File: src/rtl/ifu_prefetch_if.sv
// Handshake bundle between the prefetch unit, instruction memory, decode and
// the branch-redirect source.
interface ifu_prefetch_if #(
  parameter int CPU_WIDTH = 32
);
  logic                 imem_req_valid;
  logic                 imem_req_ready;
  logic [CPU_WIDTH-1:0] imem_req_addr;
  logic                 imem_rsp_valid;
  logic [CPU_WIDTH-1:0] imem_rsp_data;
  logic                 inst_valid;
  logic                 inst_ready;
  logic [CPU_WIDTH-1:0] inst;
  logic [CPU_WIDTH-1:0] inst_pc;
  logic                 redirect_valid;
  logic [CPU_WIDTH-1:0] redirect_pc;

  modport master (
    output imem_req_valid, imem_req_addr, inst_valid, inst, inst_pc,
    input  imem_req_ready, imem_rsp_valid, imem_rsp_data, inst_ready,
           redirect_valid, redirect_pc
  );

  modport slave (
    input  imem_req_valid, imem_req_addr, inst_valid, inst, inst_pc,
    output imem_req_ready, imem_rsp_valid, imem_rsp_data, inst_ready,
           redirect_valid, redirect_pc
  );
endinterface

File: src/rtl/ifu_prefetch.sv
// Instruction prefetcher: sequential fetch, in-order response FIFO, redirect flush
// with stale-response dropping. Define IFU_BYPASS_EN for empty-FIFO response bypass.
module ifu_prefetch #(
  parameter int                   CPU_WIDTH = 32,
  parameter int                   DEPTH     = 4,
  parameter logic [CPU_WIDTH-1:0] RESET_PC  = '0
) (
  input logic             clk,
  input logic             rst,
  ifu_prefetch_if.master  io_bus
);
  localparam int PTR_W = $clog2(DEPTH);
  localparam int CNT_W = $clog2(DEPTH) + 1;
  localparam int SUM_W = CNT_W + 2;
  localparam logic [CPU_WIDTH-1:0] ALIGN_MASK = ~CPU_WIDTH'(3);
  localparam logic [CPU_WIDTH-1:0] START_PC   = RESET_PC & ALIGN_MASK;

  logic [CPU_WIDTH-1:0] r_instMem [DEPTH];
  logic [CPU_WIDTH-1:0] r_pcMem   [DEPTH];
  logic [PTR_W-1:0]     r_wrPtr;
  logic [PTR_W-1:0]     r_rdPtr;
  logic [CNT_W-1:0]     r_count;
  logic [CNT_W-1:0]     r_outstanding;
  logic [CNT_W-1:0]     r_drop;
  logic [CPU_WIDTH-1:0] r_fetchPc;
  logic [CPU_WIDTH-1:0] r_expPc;

  logic [SUM_W-1:0]     w_sum;
  logic                 w_redirect;
  logic                 w_reqValid;
  logic                 w_accept;
  logic                 w_rspDrop;
  logic                 w_rspLive;
  logic                 w_fifoEmpty;
  logic                 w_bypass;
  logic                 w_instValid;
  logic                 w_pop;
  logic                 w_push;
  logic [CPU_WIDTH-1:0] w_redirPc;

  // Stale requests still in flight count against capacity, so a live
  // response always has a FIFO slot waiting for it.
  assign w_sum = SUM_W'(r_count) + SUM_W'(r_outstanding) + SUM_W'(r_drop);
  assign w_redirect  = io_bus.redirect_valid;
  assign w_redirPc   = io_bus.redirect_pc & ALIGN_MASK;
  assign w_reqValid  = !rst && !w_redirect && (w_sum < SUM_W'(DEPTH));
  assign w_accept    = w_reqValid && io_bus.imem_req_ready;
  assign w_rspDrop   = io_bus.imem_rsp_valid && ((r_drop != '0) || w_redirect);
  assign w_rspLive   = io_bus.imem_rsp_valid && !w_rspDrop;
  assign w_fifoEmpty = (r_count == '0);

`ifdef IFU_BYPASS_EN
  assign w_bypass = w_fifoEmpty && w_rspLive;
`else
  assign w_bypass = 1'b0;
`endif

  assign w_instValid = !rst && !w_redirect && (!w_fifoEmpty || w_bypass);
  assign w_pop       = w_instValid && io_bus.inst_ready && !w_fifoEmpty;
  assign w_push      = w_rspLive && !(w_bypass && io_bus.inst_ready);

  assign io_bus.imem_req_valid = w_reqValid;
  assign io_bus.imem_req_addr  = r_fetchPc;
  assign io_bus.inst_valid     = w_instValid;
  assign io_bus.inst    = w_fifoEmpty ? io_bus.imem_rsp_data : r_instMem[r_rdPtr];
  assign io_bus.inst_pc = w_fifoEmpty ? r_expPc : r_pcMem[r_rdPtr];

  always_ff @(posedge clk) begin
    if (w_push) begin
      r_instMem[r_wrPtr] <= io_bus.imem_rsp_data;
      r_pcMem[r_wrPtr]   <= r_expPc;
    end
  end

  always_ff @(posedge clk) begin
    if (rst) begin
      r_wrPtr       <= '0;
      r_rdPtr       <= '0;
      r_count       <= '0;
      r_outstanding <= '0;
      r_drop        <= '0;
      r_fetchPc     <= START_PC;
      r_expPc       <= START_PC;
    end else if (w_redirect) begin
      // Everything in flight becomes stale; a response landing now retires one of them.
      r_wrPtr       <= '0;
      r_rdPtr       <= '0;
      r_count       <= '0;
      r_outstanding <= '0;
      r_drop        <= r_drop + r_outstanding + CNT_W'(w_accept)
                       - CNT_W'(io_bus.imem_rsp_valid);
      r_fetchPc     <= w_redirPc;
      r_expPc       <= w_redirPc;
    end else begin
      if (w_accept) begin
        r_fetchPc <= r_fetchPc + CPU_WIDTH'(4);
      end
      if (w_rspDrop) begin
        r_drop <= r_drop - CNT_W'(1);
      end
      if (w_rspLive) begin
        r_expPc <= r_expPc + CPU_WIDTH'(4);
      end
      if (w_push) begin
        r_wrPtr <= r_wrPtr + PTR_W'(1);
      end
      if (w_pop) begin
        r_rdPtr <= r_rdPtr + PTR_W'(1);
      end
      r_outstanding <= r_outstanding + CNT_W'(w_accept) - CNT_W'(w_rspLive);
      r_count       <= r_count + CNT_W'(w_push) - CNT_W'(w_pop);
    end
  end
endmodule

File: src/flat_wrapper.sv
// flat-port wrapper written by rule: the top's interface ports become plain ports
module ifu_prefetch_flat 
#(
  parameter int                   CPU_WIDTH = 32,
  parameter int                   DEPTH     = 4,
  parameter logic [CPU_WIDTH-1:0] RESET_PC  = '0
)
  (clk, rst, io_bus_imem_req_valid, io_bus_imem_req_addr, io_bus_inst_valid, io_bus_inst, io_bus_inst_pc, io_bus_imem_req_ready, io_bus_imem_rsp_valid, io_bus_imem_rsp_data, io_bus_inst_ready, io_bus_redirect_valid, io_bus_redirect_pc);
  ifu_prefetch_if #(.CPU_WIDTH(CPU_WIDTH)) io_bus_i ();
  input logic clk;
  input logic rst;
  output wire logic [$bits(io_bus_i.imem_req_valid)-1:0] io_bus_imem_req_valid;
  output wire logic [$bits(io_bus_i.imem_req_addr)-1:0] io_bus_imem_req_addr;
  output wire logic [$bits(io_bus_i.inst_valid)-1:0] io_bus_inst_valid;
  output wire logic [$bits(io_bus_i.inst)-1:0] io_bus_inst;
  output wire logic [$bits(io_bus_i.inst_pc)-1:0] io_bus_inst_pc;
  input wire logic [$bits(io_bus_i.imem_req_ready)-1:0] io_bus_imem_req_ready;
  input wire logic [$bits(io_bus_i.imem_rsp_valid)-1:0] io_bus_imem_rsp_valid;
  input wire logic [$bits(io_bus_i.imem_rsp_data)-1:0] io_bus_imem_rsp_data;
  input wire logic [$bits(io_bus_i.inst_ready)-1:0] io_bus_inst_ready;
  input wire logic [$bits(io_bus_i.redirect_valid)-1:0] io_bus_redirect_valid;
  input wire logic [$bits(io_bus_i.redirect_pc)-1:0] io_bus_redirect_pc;
  assign io_bus_imem_req_valid = io_bus_i.imem_req_valid;
  assign io_bus_imem_req_addr = io_bus_i.imem_req_addr;
  assign io_bus_inst_valid = io_bus_i.inst_valid;
  assign io_bus_inst = io_bus_i.inst;
  assign io_bus_inst_pc = io_bus_i.inst_pc;
  assign io_bus_i.imem_req_ready = io_bus_imem_req_ready;
  assign io_bus_i.imem_rsp_valid = io_bus_imem_rsp_valid;
  assign io_bus_i.imem_rsp_data = io_bus_imem_rsp_data;
  assign io_bus_i.inst_ready = io_bus_inst_ready;
  assign io_bus_i.redirect_valid = io_bus_redirect_valid;
  assign io_bus_i.redirect_pc = io_bus_redirect_pc;
  ifu_prefetch #(.CPU_WIDTH(CPU_WIDTH), .DEPTH(DEPTH), .RESET_PC(RESET_PC)) u_core (.clk(clk), .rst(rst), .io_bus(io_bus_i));
endmodule
File: config.mk
export PLATFORM = sky130hd
export DESIGN_NAME = ifu_prefetch_flat
export DESIGN_NICKNAME = d
export VERILOG_FILES = /design/src/rtl/ifu_prefetch_if.sv /design/src/rtl/ifu_prefetch.sv /design/src/flat_wrapper.sv
export SDC_FILE = /design/constraint.sdc
export NUM_CORES = 1
export LEC_CHECK = 0
export CAP_MARGIN = 10
export CORE_ASPECT_RATIO = 1.4
export CORE_MARGIN = 8
export CORE_UTILIZATION = 40
export CTS_BUF_LIST = sky130_fd_sc_hd__clkbuf_2
export DETAILED_ROUTE_END_ITERATION = 10
export PLACE_DENSITY_LB_ADDON = 0.08
export SETUP_SLACK_MARGIN = 0.4
export SLEW_MARGIN = 15
export SYNTH_ARGS = -nofsm -noshare
export SYNTH_HDL_FRONTEND = slang
export SYNTH_SLANG_ARGS = --single-unit
File: constraint.sdc
create_clock -name clk -period 4.4 [get_ports clk]
set_input_delay 0.66 -clock clk [delete_from_list [all_inputs] [get_ports clk]]
set_output_delay 0.66 -clock clk [all_outputs]
set_load 0.005 [all_outputs]
* Word-level counts from Yosys, hierarchy flattened *
Memory sizes are Yosys's and may differ from the RTL's. A register that Yosys moved wholly into a read port is not among the register bits.
Index checks and enable logic that the tools add are counted.

storage, ports and cells
  output and inout bits = 98
  memories = 2
  logic and storage cells = 59
  bits in registers = 77
  memory bits (writable) = 256

memory list
  name              words  bits a word  read ports  clocked after Yosys merged registers in  wr ports  RTL line            RTL
  u_core.r_instMem  4      32           1           1                                        1         ifu_prefetch.sv:18  logic [CPU_WIDTH-1:0] r_instMem [DEPTH];
  u_core.r_pcMem    4      32           1           1                                        1         ifu_prefetch.sv:19  logic [CPU_WIDTH-1:0] r_pcMem [DEPTH];

operators by class
  multiplexer cells = 14
  $lt $le $gt $ge = 1
  reduce and logical (&&, ||, !) cells = 19
  add/subtract/negate cells = 14

operators by type and width
  cell                   number
  $mux 32                6
  $add 32x3->32 const B  2
  $add 3x1->3            3
  $sub 3x1->3            3
  $logic_and 1x1->1      8
  $mux 2                 4
  $mux 3                 2
  $reduce_bool 2->1      3
  $add 5x3->5            1
  $lt 5x3->1 const B     1
  $add 2x1->2 const B    2
  $add 3x3->4            1
  $logic_not 1->1        4
  $add 3x3->3            1
  $logic_not 3->1        1
  $reduce_bool 3->1      1
  $sub 3x1->3 const B    1
  $mux 1                 2
  $reduce_or 2->1        1
  $logic_or 1x1->1       1

* Depth between registers and ports, before layout *
Gate-level depths: netlist of run 1.

  word-level depth = 8
  depth in mapped cells = 14

* Least setup slack after synthesis of run 1 *
Ideal clock, no wire load.

  path type = input -> register
  from = in io_bus_redirect_valid
  to = mem u_core.r_instMem[2][0] (enable)
  path slack = 0.932 ns
  arrival time = 3.041 ns
  path buffers = 3
  cell stages on the path = 5
  required time = 3.973 ns
  library setup time = 0.427 ns
  path through = clkbuf_1 -> inv_1 -> clkbuf_1 -> clkbuf_1 -> and3_1

between the ends
  cells in the longest elaborated chain, start to end = 6

RTL lines
  what                          RTL line            RTL
  start: declaration            flat_wrapper.sv:21  input wire logic [$bits(io_bus_i.redirect_valid)-1:0] io_bus_redirect_valid;
  $logic_or 1x1->1              ifu_prefetch.sv:48  assign w_rspDrop = io_bus.imem_rsp_valid && ((r_drop != '0) || w_redirect);
  $logic_and 1x1->1             ifu_prefetch.sv:48
  $logic_not 1->1               ifu_prefetch.sv:49  assign w_rspLive = io_bus.imem_rsp_valid && !w_rspDrop;
  $logic_and 1x1->1             ifu_prefetch.sv:49
  $mux 1                        ifu_prefetch.sv:69  if (w_push) begin
  $mux 1 (implied by the code)  ifu_prefetch.sv:70  r_instMem[r_wrPtr] <= io_bus.imem_rsp_data;
  end: declaration              ifu_prefetch.sv:18

No other way between the ends.

==> impl_metrics.toml, run 1 <==
[finish]
synthToLayoutAreaGrowth_pct = 21.7
fill_cells = 3147
regArea_um2 = 8950
leading_cell_types_in_the_layout_fill_and_taps_excluded = "248 x sky130_fd_sc_hd__edfxtp_1, 160 x sky130_fd_sc_hd__clkdlybuf4s50_1, 111 x sky130_fd_sc_hd__clkbuf_2"
layout.nets = 1225
mostFrequentLayoutCell = "sky130_fd_sc_hd__edfxtp_1"
drive_gt1_frac = 0.235
multi_input_comb_area_um2 = 4650

[clocking]
clockRootBuffer = "sky130_fd_sc_hd__clkbuf_2"
cts-root-to-sink-buffers = 3
cts_inserted_buffers = 82
tritoncts = "built"
clkSinkCount = 323
ctsHtreeMaxLevel = 3
insertion_delay_ns = 0.90
post_cts_hold_buffer_count = 0
post_cts_clock_slew_at_the_launch_and_capture_registers_of_the_worst_setup_and_hold_paths_ns = 0.10

[power_and_ir_drop]
p_comb_frac = 0.123
cellInternalPower_mw = 4.48
p_per_area_nw_per_um2 = 358
pwr-share-seq = 0.574
vdd_drop_max_v = 0.000138
clkPwrFrac = 0.303
switching_share = 0.263
power.net_switching_mw = 1.60
power_leakage_nw = 5.72

[routing]
num_vias = 8567
routedWlPerCell_um = 20.5
top_layer_used = "met4"
detail_route.wirelength.met1_um = 13900
drc = 0
ant_nets = 0
routed-wl-met3_um = 1610
routed_wirelength_um = 33600
drt_first_pass_iters = 4
detailroute.wirelength.met2_um = 17100
routed_via_density = 5.22
dr.first_iter.drc_count = 370

[worst_setup_path]
critical_path.max_stage_delay_ns = 0.53
crit-reg2reg-launch = "u_core.r_outstanding[0]"
regToRegSetupSlack_ns = 0.92
crit_slowest_cell = "sky130_fd_sc_hd__mux4_2"
critPathLaunchType = "flop"
worstSetupEndpointType = "primary output"
critPathArrivalTime_ns = 3.10
worst-endpoint-required_ns = 3.74
worstPathCellList = "bufbuf_16, mux4_2, mux2_2, clkdlybuf4s50_1"
crit_type = "flop to primary output"
worst_reg_to_reg_cells = 14
critical_path.max_fanout = 27
reg2reg_to = "u_core.r_drop[2]"

[sta]
timing.clock.skew_ns = 0.0597
worst_slack_ns = 0.645
setup-tns-final_ns = 0
number_of_failing_setup_endpoints_in_the_final_timing_report = 0
slew_at_the_pin_with_the_worst_max_slew_slack_ns = 0.901
finalHoldViolations = 0
timing_max_transition_violations_final = 0
fmax_mhz = 266
final_period_minus_worst_setup_slack_ns = 3.76
final_min_period_over_clock_period = 0.853
rsz0062_at_grt = "false"
slew-limit-headroom = 0.395

[synthesis]
synth_edf_count = 248
synth-seq-area-share = 0.642
synthArstFlopShare = 0
syn-cell-area_um2 = 13900
synth.distinct_cells = 52
ys_seq_elements = 323
synth_area_leader_cell = "sky130_fd_sc_hd__edfxtp_1"
ys.warnings.count = 0
synthesis.instances = 907
synth.avg_cell_area_um2 = 15.4
netlist_top_cells_area = "sky130_fd_sc_hd__edfxtp_1 53%, sky130_fd_sc_hd__dfxtp_1 11%, sky130_fd_sc_hd__mux4_2 10%, sky130_fd_sc_hd__mux2_2 5.0%, sky130_fd_sc_hd__xnor2_1 2.5%"
post-synth-top-area-fraction = 0.534
postSynth.topFlopCell = "sky130_fd_sc_hd__edfxtp_1"

[job]
max_cap_viol_count = 0

[worst_hold_path]
worstHoldEndpoint = "u_core.io_bus.imem_req_addr[21]"
hold_class = "input port to flop"
worst_hold_path.num_cells = 3
hold_path_startpoint = "io_bus_redirect_pc[21]"

[floorplan]
ios = 168
core_area_um2 = 34700
die-width_um = 174
dieHeight_um = 237
effective_utilization_at_floorplan = 0.402
floorplan.die_area_um2 = 41200
rows = 81

[place]
dpl_worst_slack_ns = 0.844
place.gp.congestion = 0.826
detailedPlacementHpwl_um = 21200
port_buffer_count = 161

[grt]
first_global_vias = 9399
antenna_found_initial = 2
track_usage = 0.164
overflow = 0
grt_first_pass_wirelength_um = 53000
grt_max_degree = 64

[status]
status = "completed"
==> repair_timing <==
item                                    4_1_cts  5_1_grt
endpoints found under the setup margin       24        0
gates resized for setup                       5        0
buffers inserted                              2        0
==> per-stage QoR <==
stage | hold slack [ns] | util | instance area [um2] | instances | power [mW]
6_report | 0.432 | 0.489 | 17000 | 1641 | 6.08
5_1_grt | 0.344 | 0.489 | 17000 | 1641 | 6.42
4_1_cts | 0.274 | 0.489 | 17000 | 1639 | 6.20
3_5_place_dp | 0.519 | 0.468 | 16200 | 1500 | 4.31
3_3_place_gp | 0.510 | 0.468 | 16200 | 1500 | 4.31
2_1_floorplan | 0.485 | - | 14000 | 910 | 3.91
==> cell families (layout without fill, tap and decap cells) <==
family	count (synthesis)	in the layout	synth area share
buffers and inverters	98	371	0.0275
flip-flops	323	323	0.642
AND/OR/NAND/NOR	169	169	0.0655
other	1	6	0.000269
AO/OA/AOI/OAI	110	110	0.0540
XOR/XNOR	58	58	0.0364
adder cells (fa/ha/maj)	24	24	0.0242
multiplexers	124	124	0.150
==> critical path, delay by kind of cell, from the launching register on <==
kind / cells / cell delay, ns
flip-flops: 1 / 0.52
multiplexers: 2 / 0.82
buffers and inverters: 2 / 0.89
==> per-layer routing <==
metal / vias to the layer above / GRT usage
met4: 0 / 0.0709
li1: 3976 / -
met1: 4304 / 0.189
met2: 229 / 0.285
met3: 58 / 0.0418
met5: - / 0
==> registers in the layout (all words and copies together) (netlist names), named ones only <==
register / count
u_core.io_bus.imem_req_addr: 30
u_core.r_count: 3
u_core.r_drop: 3
u_core.r_expPc: 30
u_core.r_instMem: 128
u_core.r_outstanding: 3
u_core.r_pcMem: 120
u_core.r_rdPtr: 2
u_core.r_wrPtr: 2
==> cell usage after synthesis (19+ instances only) <==
cell type / count
sky130_fd_sc_hd__dfxtp_1: 75
sky130_fd_sc_hd__clkbuf_1: 32
sky130_fd_sc_hd__edfxtp_1: 248
sky130_fd_sc_hd__ha_1: 19
sky130_fd_sc_hd__a21boi_0: 41
sky130_fd_sc_hd__nand2_1: 31
sky130_fd_sc_hd__a21oi_1: 32
sky130_fd_sc_hd__inv_1: 50
sky130_fd_sc_hd__mux4_2: 62
sky130_fd_sc_hd__xnor2_1: 40
sky130_fd_sc_hd__mux2_2: 62
sky130_fd_sc_hd__nand3_1: 22
sky130_fd_sc_hd__nor2_1: 27
==> power by group through the flow <==
stage                     clock network, mW  logic (mW)  registers (mW)
final                                  1.84       0.748            3.49
after global routing                   2.09       0.822            3.51
after CTS                              1.95       0.769            3.49
after detailed placement                  0       0.750            3.56
after global placement                    0       0.749            3.56
after floorplan                           0       0.378            3.53
==> how the worst max path moves through the flow <==
stage / startpoint / end / slack, ns / cells past startpoint
3_3_place_gp: io_bus_redirect_valid / u_core.r_count[2] / 0.86 / 11
2_1_floorplan: io_bus_redirect_valid / u_core.r_instMem[2][0] / 0.93 / 5
3_5_place_dp: io_bus_redirect_valid / u_core.r_count[2] / 0.84 / 11
6_report: flop / io_bus_inst[24] / 0.64 / 4
4_1_cts: flop / io_bus_inst[24] / 0.42 / 4
5_1_grt: flop / io_bus_inst[14] / 0.42 / 4
==> final cells by class <==
type                       count  area share
multi-input combinational    489       0.274
tap                          456      0.0336
clock inverter                25     0.00561
clock buffer                 111      0.0327
inverter                      50      0.0111
timing repair buffer         185       0.115
antenna                        2    0.000295
sequential                   323       0.528
(Power assumes the default switching activity.)
==> run 2: changes to the inputs <==
--- a/config.mk
+++ b/config.mk
@@ -5,7 +5,7 @@
 export SDC_FILE = /design/constraint.sdc
 export NUM_CORES = 1
 export LEC_CHECK = 0
-export CAP_MARGIN = 10
+export CAP_MARGIN = 20
 export CORE_ASPECT_RATIO = 1.4
 export CORE_MARGIN = 8
 export CORE_UTILIZATION = 40
==> results of run 2 <==
Final layout, timing and power as in run 1 (identical DEF).
==> run 3: changes to the inputs <==
--- a/config.mk
+++ b/config.mk
@@ -8,9 +8,10 @@
 export CAP_MARGIN = 20
 export CORE_ASPECT_RATIO = 1.4
 export CORE_MARGIN = 8
-export CORE_UTILIZATION = 40
+export CORE_UTILIZATION = 58
 export CTS_BUF_LIST = sky130_fd_sc_hd__clkbuf_2
 export DETAILED_ROUTE_END_ITERATION = 10
+export HOLD_SLACK_MARGIN = 0.02
 export PLACE_DENSITY_LB_ADDON = 0.08
 export SETUP_SLACK_MARGIN = 0.4
 export SLEW_MARGIN = 15
==> constraint.sdc (replaced) <==
create_clock -name clk -period 4.4 [get_ports clk]
set_input_delay 1.32 -clock clk [delete_from_list [all_inputs] [get_ports clk]]
set_output_delay 1.32 -clock clk [all_outputs]
set_load 0.005 [all_outputs]
==> run 3 against run 2 <==
Combinational power up 2%. First-iteration DRC count grew 52%. Core utilization rose by 25 points. Clock-buffer cell count is 1 higher. Non-clock buffer count is 63 higher. Die area down 29%.
==> impl_metrics.toml, run 3 (synthesized netlist as in run 1, its figures left out) <==
[status]
status = "completed"

[floorplan]
floorplan.die_area_um2 = 29300
die-width_um = 147
ios = 168
core_area_um2 = 23800
rows = 67
dieHeight_um = 199
effective_utilization_at_floorplan = 0.586

[place]
place.gp.congestion = 0.819
post-place-cells = 1358
detailedPlacementHpwl_um = 19400
port_buffer_count = 161
dpl_worst_slack_ns = 0.241

[sta]
setup-tns-final_ns = 0
slew-limit-headroom = 0.517
final_min_period_over_clock_period = 0.939
worst_slack_ns = 0.267
slew_at_the_pin_with_the_worst_max_slew_slack_ns = 0.719
rsz0062_at_grt = "true"
fmax_mhz = 242
timing.clock.skew_ns = 0.0391
finalHoldViolations = 0
timing_max_transition_violations_final = 0
final_period_minus_worst_setup_slack_ns = 4.13
fin_worst_hold_slack_ns = 0.549
number_of_failing_setup_endpoints_in_the_final_timing_report = 0

[power_and_ir_drop]
p_per_area_nw_per_um2 = 343
vdd_drop_max_v = 0.000177
finalPower_mw = 6.07
power_leakage_nw = 6.43

[grt]
overflow = 0
antenna_found_initial = 1
grt_max_degree = 65
grt_first_pass_wirelength_um = 51300
first_global_vias = 9267
track_usage = 0.226

[routing]
top_layer_used = "met4"
detail_route.wirelength.met1_um = 13200
ant_nets = 0
detailroute.wirelength.met2_um = 17300
dr.first_iter.drc_count = 563
num_vias = 8880
routedWlPerCell_um = 21.5
drc = 0
routed-wl-met3_um = 2090
routed_wirelength_um = 33400
routed_via_density = 5.71
drt_first_pass_iters = 5

[finish]
leading_cell_types_in_the_layout_fill_and_taps_excluded = "248 x sky130_fd_sc_hd__edfxtp_1, 122 x sky130_fd_sc_hd__clkbuf_2, 97 x sky130_fd_sc_hd__clkdlybuf4s50_1"
mostFrequentLayoutCell = "sky130_fd_sc_hd__edfxtp_1"
drive_gt1_frac = 0.320
max_flop_register = "u_core.r_instMem"
reg_top3 = "u_core.r_instMem x128, u_core.r_pcMem x120"
synthToLayoutAreaGrowth_pct = 26.9
layout.nets = 1280
final_cells = 1554
largest_reg_flops = 128

[clocking]
cts-root-to-sink-buffers = 3
cts_inserted_buffers = 74
tritoncts = "built"
clockRootBuffer = "sky130_fd_sc_hd__clkbuf_2"
ctsHtreeMaxLevel = 3
post_cts_clock_slew_at_the_launch_and_capture_registers_of_the_worst_setup_and_hold_paths_ns = 0.11
clkSinkCount = 323
insertion_delay_ns = 0.84

[worst_setup_path]
critical_path.max_fanout = 2
cp_top_family = "adder cells"
worstPathCellList = "ha_4, fa_2, xor2_1, ha_2, nor4_4, o211a_1, and2_1, buf_2"
worst-endpoint-required_ns = 3.08
worstSetupEndpointType = "primary output"
critical_path.n_buffers_inverters = 1
critical_path.max_stage_delay_ns = 0.36
critPathLaunchType = "flop"
crit_type = "flop to primary output"
crit_slowest_cell = "sky130_fd_sc_hd__dfxtp_2"
critPathArrivalTime_ns = 2.81

[worst_hold_path]
hold_class = "flop to flop"

[job]
max_cap_viol_count = 0
## run 3: cell types whose count changed in the layout (fill, tap and decap cells not counted), sizes merged
cell and delta:
clkdlybuf4s50 -63, buf +100, dlygate4sd2 +16, clkinv -5, clkbuf +11
## run 3: cell type report
type,count,area (um2)
diodes,2,5.00
clock buffers,112,561
clock inverters,20,81.3
fillers,1594,6110
inverters,50,188
multi-input cells,489,4790
flip-flops and latches,323,8960
well taps,310,388
repair buffers,248,2730
## run 3: path summary, 6_finish.rpt
check	cells after the start	startpoint	slack, ns	end
hold reg to reg	2	u_core.r_rdPtr[1]	0.55	flop
hold / removal	2	u_core.r_rdPtr[1]	0.55	flop
setup / recovery	8	u_core.r_outstanding[0]	0.27	io_bus_imem_req_valid
setup reg to reg	14	u_core.r_outstanding[0]	0.88	u_core.r_drop[2]
## run 3: report_power, final
group / internal [mW] / leakage (nW) / switching [mW]
logic: 0.419 / 3.03 / 0.346
clock network: 0.676 / 0.516 / 1.14
registers: 3.39 / 2.88 / 0.0992
total: 4.49 / 6.43 / 1.59
## run 3: per-stage QoR
stage,instance area (um2),util
after detailed placement,16100,0.675
after floorplan,14000,-
after global placement,16100,0.675
after CTS,17300,0.729
after global routing,17700,0.743
final,17700,0.743
## run 3: worst register-to-register path: stages (launching register included)
cell                       delay [ns]
sky130_fd_sc_hd__dfxtp_2         0.36
sky130_fd_sc_hd__ha_4            0.16
sky130_fd_sc_hd__fa_2            0.33
sky130_fd_sc_hd__xor2_1          0.15
sky130_fd_sc_hd__ha_2            0.34
sky130_fd_sc_hd__nor4_4          0.04
sky130_fd_sc_hd__buf_4           0.13
sky130_fd_sc_hd__o2111a_1        0.25
sky130_fd_sc_hd__nand2_1         0.23
sky130_fd_sc_hd__inv_1           0.11
sky130_fd_sc_hd__fa_1            0.43
sky130_fd_sc_hd__fa_1            0.40
sky130_fd_sc_hd__xnor2_1         0.20
sky130_fd_sc_hd__xnor2_1         0.09
sky130_fd_sc_hd__a211oi_1        0.21
## run 3: per-layer routing
metal	vias to the layer above	track usage
li1	4091	-
met1	4420	0.269
met2	304	0.391
met3	65	0.0553
met4	0	0.0909
met5	-	0
## run 3: timing repair
| item | in CTS | in global routing |
|---|---|---|
| gates resized for setup | 227 | 75 |
| gates cloned | 9 | 0 |
| buffers inserted | 37 | 16 |
| pin swaps | 4 | 1 |
| endpoints found under the setup margin | 64 | 47 |
| hold buffers | 0 | 0 |
